**config.mk**
```make
export PLATFORM = sky130hd
export DESIGN_NAME = cpht_update_sched
export DESIGN_NICKNAME = d
export VERILOG_FILES = /design/src/rtl/cpht_update_sched.sv
export SDC_FILE = /design/constraint.sdc
export NUM_CORES = 1
export LEC_CHECK = 0
export ABC_AREA = 1
export CAP_MARGIN = 0
export CORE_MARGIN = 1.5
export CORE_UTILIZATION = 50
export DETAILED_ROUTE_END_ITERATION = 6
export PLACE_DENSITY = 0.72
export SLEW_MARGIN = 5
export SYNTH_ARGS = -nofsm -noshare
export SYNTH_HDL_FRONTEND = slang
export SYNTH_SLANG_ARGS = --single-unit
export TNS_END_PERCENT = 10
```
**constraint.sdc**
```tcl
create_clock -name clk -period 5.4 [get_ports clk]
set_input_delay 0.81 -clock clk [delete_from_list [all_inputs] [get_ports clk]]
set_output_delay 0.81 -clock clk [all_outputs]
set_load 0.01 [all_outputs]
```
**src/rtl/cpht_update_sched.sv**
```systemverilog
// Deferred-update scheduler for the choice PHT: queues disagreeing branch outcomes
// and drains them one at a time as read-modify-writes of a 2-bit chooser counter.
module cpht_update_sched #(
   parameter int IDX_W   = 8,
   parameter int Q_DEPTH = 8,
   parameter int Q_AW    = 3
) (
   input  logic             clk,
   input  logic             resetn,
   input  logic             stallreq,
   input  logic             upd_valid,
   input  logic [IDX_W-1:0] upd_idx,
   input  logic             upd_b_ok,
   input  logic             upd_g_ok,
   input  logic             lk_req,
   output logic             pht_rd_en,
   output logic [IDX_W-1:0] pht_rd_addr,
   input  logic [1:0]       pht_rd_data,
   output logic             pht_wr_en,
   output logic [IDX_W-1:0] pht_wr_addr,
   output logic [1:0]       pht_wr_data,
   output logic             q_full,
   output logic [Q_AW:0]    q_count,
   output logic [7:0]       ovf_cnt
);

   localparam logic [Q_AW:0]   CNT_FULL = (Q_AW+1)'(Q_DEPTH);
   localparam logic [Q_AW:0]   CNT_ONE  = (Q_AW+1)'(1);
   localparam logic [Q_AW-1:0] PTR_ONE  = Q_AW'(1);

   typedef enum logic [1:0] {
      S_IDLE = 2'd0,
      S_RD   = 2'd1,
      S_WR   = 2'd2
   } state_e;

   state_e           state_q, state_d;
   logic [IDX_W:0]   mem_q [Q_DEPTH];
   logic [IDX_W:0]   mem_d [Q_DEPTH];
   logic [Q_AW-1:0]  rd_ptr_q, rd_ptr_d;
   logic [Q_AW-1:0]  wr_ptr_q, wr_ptr_d;
   logic [Q_AW:0]    count_q, count_d;
   logic [7:0]       ovf_q, ovf_d;

   logic             enq_req;
   logic             full;
   logic             pop;
   logic             push;
   logic             drop;
   logic [IDX_W:0]   head_entry;
   logic [IDX_W-1:0] head_idx;
   logic             head_dir;
   logic [1:0]       cnt_inc;
   logic [1:0]       cnt_dec;

   // Each entry is {idx, dir}; dir = 1 means gshare was the correct component.
   assign head_entry = mem_q[rd_ptr_q];
   assign head_idx   = head_entry[IDX_W:1];
   assign head_dir   = head_entry[0];
   assign full       = (count_q == CNT_FULL);

   // A pop in the same cycle frees a slot, so a push into a full queue still succeeds.
   always_comb begin
      enq_req  = upd_valid && (upd_b_ok != upd_g_ok);
      pop      = (state_q == S_WR);
      push     = enq_req && (!full || pop);
      drop     = enq_req && full && !pop;
      mem_d    = mem_q;
      rd_ptr_d = rd_ptr_q;
      wr_ptr_d = wr_ptr_q;
      count_d  = count_q;
      ovf_d    = ovf_q;
      if (push) begin
         mem_d[wr_ptr_q] = {upd_idx, upd_g_ok};
         wr_ptr_d        = wr_ptr_q + PTR_ONE;
      end
      if (pop) begin
         rd_ptr_d = rd_ptr_q + PTR_ONE;
      end
      if (push && !pop) begin
         count_d = count_q + CNT_ONE;
      end else if (pop && !push) begin
         count_d = count_q - CNT_ONE;
      end
      if (drop && (ovf_q != 8'hFF)) begin
         ovf_d = ovf_q + 8'd1;
      end
   end

   always_comb begin
      cnt_inc = (pht_rd_data == 2'b11) ? 2'b11 : (pht_rd_data + 2'b01);
      cnt_dec = (pht_rd_data == 2'b00) ? 2'b00 : (pht_rd_data - 2'b01);
   end

   // The write state never yields, so the port read issued in S_RD always completes.
   always_comb begin
      state_d     = state_q;
      pht_rd_en   = 1'b0;
      pht_rd_addr = '0;
      pht_wr_en   = 1'b0;
      pht_wr_addr = '0;
      pht_wr_data = 2'b00;
      case (state_q)
         S_IDLE: begin
            if (count_q != '0) begin
               state_d = S_RD;
            end
         end
         S_RD: begin
            if (!lk_req && !stallreq) begin
               pht_rd_en   = 1'b1;
               pht_rd_addr = head_idx;
               state_d     = S_WR;
            end
         end
         S_WR: begin
            pht_wr_en   = 1'b1;
            pht_wr_addr = head_idx;
            pht_wr_data = head_dir ? cnt_inc : cnt_dec;
            state_d     = (count_d != '0) ? S_RD : S_IDLE;
         end
         default: begin
            state_d = S_IDLE;
         end
      endcase
   end

   always_ff @(posedge clk or negedge resetn) begin
      if (!resetn) begin
         state_q  <= S_IDLE;
         rd_ptr_q <= '0;
         wr_ptr_q <= '0;
         count_q  <= '0;
         ovf_q    <= '0;
         for (int i = 0; i < Q_DEPTH; i++) begin
            mem_q[i] <= '0;
         end
      end else begin
         state_q  <= state_d;
         rd_ptr_q <= rd_ptr_d;
         wr_ptr_q <= wr_ptr_d;
         count_q  <= count_d;
         ovf_q    <= ovf_d;
         for (int i = 0; i < Q_DEPTH; i++) begin
            mem_q[i] <= mem_d[i];
         end
      end
   end

   assign q_full  = full;
   assign q_count = count_q;
   assign ovf_cnt = ovf_q;

endmodule

```
==> results of run 1 <==
## worst max-delay path: cells and delay by family (launching register included)
| family | cells | cell delay (ps) |
|---|---|---|
| compound gates | 4 | 550 |
| simple gates | 2 | 190 |
| flops | 1 | 370 |
| buf+inv | 3 | 1580 |
## through the flow
step           hold slack [ps]  std cells
2_1_floorplan              450        512
3_3_place_gp               464        645
3_5_place_dp               473        645
4_1_cts                    469        661
5_1_grt                    486        661
6_report                   449        661
## logic make-up (layout without fill, tap and decap cells)
kind of cell | after synthesis | count (layout)
AND/OR/NAND/NOR | 210 | 210
flip-flops | 92 | 92
XOR/XNOR | 13 | 13
multiplexers | 9 | 9
buffers and inverters | 58 | 99
AO/OA/AOI/OAI | 124 | 124
adder cells (fa/ha/maj) | 6 | 6
## layout by cell type (no fill, tap or decap), types with 3 or more instances in the layout
| cell type | n |
|---|---|
| sky130_fd_sc_hd__nand4_4 | 6 |
| sky130_fd_sc_hd__xor2_1 | 10 |
| sky130_fd_sc_hd__nand2_1 | 114 |
| sky130_fd_sc_hd__ha_1 | 6 |
| sky130_fd_sc_hd__buf_4 | 3 |
| sky130_fd_sc_hd__dfrtp_1 | 92 |
| sky130_fd_sc_hd__inv_1 | 28 |
| sky130_fd_sc_hd__xnor2_1 | 3 |
| sky130_fd_sc_hd__o221ai_1 | 8 |
| sky130_fd_sc_hd__mux2i_1 | 8 |
| sky130_fd_sc_hd__nand3_1 | 11 |
| sky130_fd_sc_hd__o21ai_2 | 21 |
| sky130_fd_sc_hd__o21ai_0 | 49 |
| sky130_fd_sc_hd__o32ai_1 | 8 |
| sky130_fd_sc_hd__clkdlybuf4s50_1 | 48 |
| sky130_fd_sc_hd__o21ai_1 | 35 |
| sky130_fd_sc_hd__clkbuf_8 | 11 |
| sky130_fd_sc_hd__nand2_2 | 3 |
| sky130_fd_sc_hd__a21oi_1 | 3 |
| sky130_fd_sc_hd__nor2_1 | 68 |
## flip-flops by register name, summed over array words and instances (netlist names)
| name | flops |
|---|---|
| mem_q | 72 |
| ovf_cnt | 8 |
| q_count | 4 |
| rd_ptr_q | 3 |
| wr_ptr_q | 3 |
| state_q | 2 |
## final cells by class
class	instances	area (um^2)
clock buffers	13	159
clock inverters	3	21.3
fillers	797	3590
inverters	32	123
multi-input cells	362	2020
flip-flops and latches	92	2300
well taps	108	135
repair buffers	51	503
## power by group
group	total, W	internal, W	switching (W)
Clock	0.000431	0.000193	0.000237
Sequential	0.00125	0.000987	0.000267
Combinational	0.00109	0.000454	0.000633
Total	0.00277	0.00163	0.00114
## worst min path at each step
stage	start	end	depth (start not counted)
2_1_floorplan	mem_q[18]$_DFFE_PN0P_	mem_q[18]$_DFFE_PN0P_	2
3_3_place_gp	mem_q[28]$_DFFE_PN0P_	mem_q[28]$_DFFE_PN0P_	2
3_5_place_dp	mem_q[41]$_DFFE_PN0P_	mem_q[41]$_DFFE_PN0P_	2
4_1_cts	resetn	ovf_cnt[2]$_DFFE_PN0P_	1
5_1_grt	resetn	ovf_cnt[2]$_DFFE_PN0P_	1
6_report	resetn	ovf_cnt[2]$_DFFE_PN0P_	1
## layer usage
metal | part of all wire | GRT usage | wire length, um | up-vias
li1 | - | - | - | 1775
met1 | 0.46 | 0.302 | 4750 | 1776
met2 | 0.48 | 0.365 | 4950 | 94
met3 | 0.039 | 0.0337 | 404 | 11
met4 | 0.012 | 0.0758 | 124 | 0
met5 | 0 | 0 | 0 | -
==> impl_metrics.yaml, run 1 <==
run_status:
  status: "finished clean"
yosys:
  synth-adder-area-share: 0.0163
  synth_enable_flop_cells: 0
  async_reset_ff_frac: 1.00
  syn_area_mm2: 0.00462
  synth_xor_xnor_area_share: 0.0246
  synth.top_cells.by_count: "114 x sky130_fd_sc_hd__nand2_1, 92 x sky130_fd_sc_hd__dfrtp_1, 68 x sky130_fd_sc_hd__nor2_1, 49 x sky130_fd_sc_hd__o21ai_0, 35 x sky130_fd_sc_hd__o21ai_1"
  syn_area_per_cell_um2: 9.02
  yosys.area.top_type: "sky130_fd_sc_hd__dfrtp_1"
  synth-compound-area-share: 0.164
  synth-simple-area-share: 0.212
  synth_top_family_by_area: "simple AND/OR/NAND/NOR gates"
  postSynthRegisterBits: 92
  synthMostInstantiatedCell: "sky130_fd_sc_hd__nand2_1"
  synth_top_area_share: 0.498
  synthesis.instances: 512
  yosys_warnings: 0
  synthesis.nets: 535
  synthFlopType: "sky130_fd_sc_hd__dfrtp_1"
  synth-seq-area-share: 0.498
  synth_cell_type_count: 32
  synth_area_leaders: "sky130_fd_sc_hd__dfrtp_1 50%, sky130_fd_sc_hd__nand2_1 9.3%, sky130_fd_sc_hd__nor2_1 5.5%"
  muxShareOfSynthArea: 0.0198
critical_path:
  worst_r2r_startpoint: "q_count[0]$_DFF_PN0_"
  critical_path.max_stage_delay_ps: 760
  worst_setup_path_start_kind: "flop"
  setup.worst_path.end_class: "primary output"
  crit_start: "rd_ptr_q[0]$_DFFE_PN0N_"
  timing.reg2reg.setup_slack_ps: 2940
  timing.critical_path.mode_cell: "sky130_fd_sc_hd__o21ai_0"
  worst-path-max-fanout: 38
  critical_path.reg2reg.endpoint: "mem_q[63]$_DFFE_PN0P_"
  worst-setup-path-type: "flop to primary output"
  critical_path_arrival_ps: 3070
  critical_path.cell_chain: "buf_4 > inv_1 > o21ai_0 > o21ai_0 > nand2_1 > nand2_1 > o21ai_0 > a21oi_1 > clkdlybuf4s50_1"
  worst_r2r_path_depth: 9
  worst_path_max_delay_cell: "sky130_fd_sc_hd__inv_1"
  cp.required_ps: 4590
  crit_end: "pht_wr_data[0]"
power:
  vdd_drop_max_v: 0.000219
  power_density_mw_per_mm2: 527
  totalPowerFinal_w: 0.00277
  p_leak_nw: 2.43
clock_tree:
  cts_resized: 0
  worst_skew_pair.late_latency_ps: 350
  postCtsSetupBuffers: 0
  cts_tree: "done"
  h-tree-depth: 3
  cts_buffers: 9
  cts-root-buf: "sky130_fd_sc_hd__clkbuf_8"
  clock_tree.buffer_depth: 2
  post_cts_hold_buffer_count: 0
  cts.reportedPaths.clkPinSlew_ps: 90
  clkSinkCount: 92
sta:
  setup_violations: 0
  fmax_mhz: 258
  grt_setup_unrepaired: "no"
  maxSlewViolCount: 0
  post-route-period-util: 0.718
  clock-skew-final_ps: 10.5
  timing.final.hold_violations: 0
  fin_ws_ps: 1520
  setup_total_negative_slack_ps: 0
  tightestPinTransition_ps: 1200
  timing.slew.headroom: 0.198
  min_period_ps: 3880
placement:
  port_buffers: 49
  sum_of_net_half_perimeters_after_detailed_placement_um: 6720
  gpl_wtd_cong: 0.815
  pre_cts_slack_ps: 1920
  placed_instance_area_mm2: 0.00508
die:
  initial_standard_cell_utilization_of_the_core: 0.522
  fp.dieW_um: 99.1
  die_h_um: 99.1
  die_area_mm2: 0.00982
  ioPinCount: 50
  placementRows: 34
  core_region_area_mm2: 0.00885
cells_and_area:
  syn_to_final_growth_pct: 13.9
  finish.utilization: 0.595
  final_design_area_no_fill_mm2: 0.00526
  ant_diodes: 0
  drive_gt1_frac: 0.107
  design.final.nets: 571
grt:
  grt_util_all_layers: 0.222
  largest_net_degree_at_the_start_of_global_routing: 48
  grt_remaining_overflow: 0
  global_route_wire_length_before_repair_um: 17200
  vias_in_the_first_global_route: 3484
  grt_antenna_before_repair: 0
drt:
  route.vias.total: 3656
  route.antenna.remaining_nets: 0
  detail_route.drc_violations: 0
  wl_per_cell_um: 15.5
  routed_wirelength_um: 10200
  drtIter0Drc: 206
  vias_per_cell: 5.53
  firstDrtPassIters: 5
min_path:
  min-delay-path-class: "input pin to asynchronous set/reset pin"
job:
  maxCapViolations: 0
(Power assumes the default switching activity.)
==> run 2: changes to the inputs <==
==> constraint.sdc (replaced) <==
create_clock -name clk -period 3.9 [get_ports clk]
set_input_delay 0.585 -clock clk [delete_from_list [all_inputs] [get_ports clk]]
set_output_delay 0.585 -clock clk [all_outputs]
set_load 0.01 [all_outputs]
==> impl_metrics.yaml, run 2 (synthesized netlist as in run 1, its figures left out) <==
cells_and_area:
  ant_diodes: 0
  syn_to_final_growth_pct: 14.3
  max_ffs_per_register: 72
  layout_commonest_cell: "sky130_fd_sc_hd__nand2_1"
  drive_gt1_frac: 0.113
  registers.top_by_ff_count: "mem_q"
  finalNonFillerCells: 664
  design.final.nets: 574
  layout_common_cells: "114 x sky130_fd_sc_hd__nand2_1, 92 x sky130_fd_sc_hd__dfrtp_1, 68 x sky130_fd_sc_hd__nor2_1"
clock_tree:
  clkSinkCount: 92
  postCtsSetupBuffers: 0
  clock_tree.buffer_depth: 2
  cts.reportedPaths.clkPinSlew_ps: 90
  cts-root-buf: "sky130_fd_sc_hd__clkbuf_8"
  cts_resized: 0
  worst_skew_pair.late_latency_ps: 360
  post_cts_hold_buffer_count: 0
  cts_buffers: 9
  cts_tree: "done"
  h-tree-depth: 3
run_status:
  status: "finished clean"
critical_path:
  critical_path_arrival_ps: 2550
  critical_path.cell_chain: "buf_4 > o21ai_0 > o21ai_0 > nand2_1 > nand2_1 > o21ai_0 > a21oi_1 > clkdlybuf4s50_1"
  timing.critical_path.mode_cell: "sky130_fd_sc_hd__o21ai_0"
  worst_setup_path_start_kind: "flop"
  timing.reg2reg.setup_slack_ps: 1540
  worst-setup-path-type: "flop to primary output"
  worst-path-max-fanout: 26
  critical_path.reg2reg.endpoint: "mem_q[1]$_DFFE_PN0P_"
  worst_r2r_path_depth: 9
  worst_r2r_startpoint: "q_count[0]$_DFF_PN0_"
  cp.required_ps: 3310
  worst_path_max_delay_cell: "sky130_fd_sc_hd__dfrtp_1"
  critical_path.max_stage_delay_ps: 570
  setup.worst_path.end_class: "primary output"
drt:
  firstDrtPassIters: 5
  route.vias.total: 3651
  vias_per_cell: 5.50
  wl_per_cell_um: 15.2
  detail_route.drc_violations: 0
  route.antenna.remaining_nets: 0
  routed_wirelength_um: 10100
  drtIter0Drc: 233
placement:
  port_buffers: 49
  dp.cells: 648
  gpl_wtd_cong: 0.793
  sum_of_net_half_perimeters_after_detailed_placement_um: 6560
sta:
  post-route-period-util: 0.804
  tightestPinTransition_ps: 965
  clock-skew-final_ps: 13.6
  setup_total_negative_slack_ps: 0
  min_period_ps: 3140
  fmax_mhz: 319
  maxSlewViolCount: 0
  grt_setup_unrepaired: "no"
  setup_violations: 0
  timing.slew.headroom: 0.357
  timing.final.hold_violations: 0
grt:
  global_route_wire_length_before_repair_um: 17400
  vias_in_the_first_global_route: 3555
  largest_net_degree_at_the_start_of_global_routing: 80
  grt_util_all_layers: 0.223
  grt_remaining_overflow: 0
  grt_antenna_before_repair: 0
die:
  placementRows: 34
  die_h_um: 99.1
  die_area_mm2: 0.00982
  ioPinCount: 50
  core_region_area_mm2: 0.00885
  initial_standard_cell_utilization_of_the_core: 0.522
  fp.dieW_um: 99.1
power:
  vdd_drop_max_v: 0.000336
  power_density_mw_per_mm2: 730
  p_leak_nw: 2.44
min_path:
  min-delay-path-class: "input pin to asynchronous set/reset pin"
job:
  maxCapViolations: 0
## run 2: power breakdown
| part | switching, W | internal, W |
|---|---|---|
| logic | 0.000909 | 0.000642 |
| registers | 0.000346 | 0.00137 |
| clock network | 0.000353 | 0.000236 |
## run 2: metal layers
metal / global-route usage / wire (um) / share of wire
met1: 0.311 / 4750 / 0.47
met2: 0.366 / 4770 / 0.47
met3: 0.0358 / 488 / 0.048
met4: 0.0574 / 104 / 0.010
met5: 0 / 0 / 0
## run 2: worst max-delay path by stage
| stage | from | depth (start not counted) | to |
|---|---|---|---|
| 2_1_floorplan | rd_ptr_q[0]$_DFFE_PN0N_ | 8 | pht_rd_addr[2] |
| 3_3_place_gp | rd_ptr_q[1]$_DFFE_PN0N_ | 8 | pht_wr_data[1] |
| 3_5_place_dp | upd_g_ok | 7 | mem_q[1]$_DFFE_PN0P_ |
| 4_1_cts | rd_ptr_q[1]$_DFFE_PN0N_ | 8 | pht_wr_data[0] |
| 5_1_grt | rd_ptr_q[1]$_DFFE_PN0N_ | 8 | pht_wr_data[0] |
| 6_report | rd_ptr_q[1]$_DFFE_PN0N_ | 8 | pht_wr_data[0] |
## run 2: final cells by class
| class | instances | area, um^2 |
|---|---|---|
| fillers | 784 | 3570 |
| flip-flops and latches | 92 | 2300 |
| multi-input cells | 362 | 2020 |
| repair buffers | 54 | 526 |
| well taps | 108 | 135 |
| clock buffers | 10 | 128 |
| inverters | 32 | 123 |
| clock inverters | 6 | 48.8 |
## run 2: metrics by stage
| stage | hold WS (ps) | util | power (W) | instance area, um^2 | setup WS [ps] |
|---|---|---|---|---|---|
| floorplan | 289 | - | 0.00281 | 4620 | 1890 |
| global placement | 465 | 0.577 | 0.00322 | 5100 | 1210 |
| detailed placement | 469 | 0.577 | 0.00328 | 5100 | 1160 |
| CTS | 422 | 0.597 | 0.00388 | 5280 | 769 |
| global route | 475 | 0.597 | 0.00418 | 5280 | 478 |
| finish | 378 | 0.597 | 0.00385 | 5280 | 763 |
## run 2: worst max-delay path, delay by kind of cell, from the launching register on
family	cells	cell delay [ps]
flops	1	570
compound gates	4	530
buf+inv	2	910
simple gates	2	190
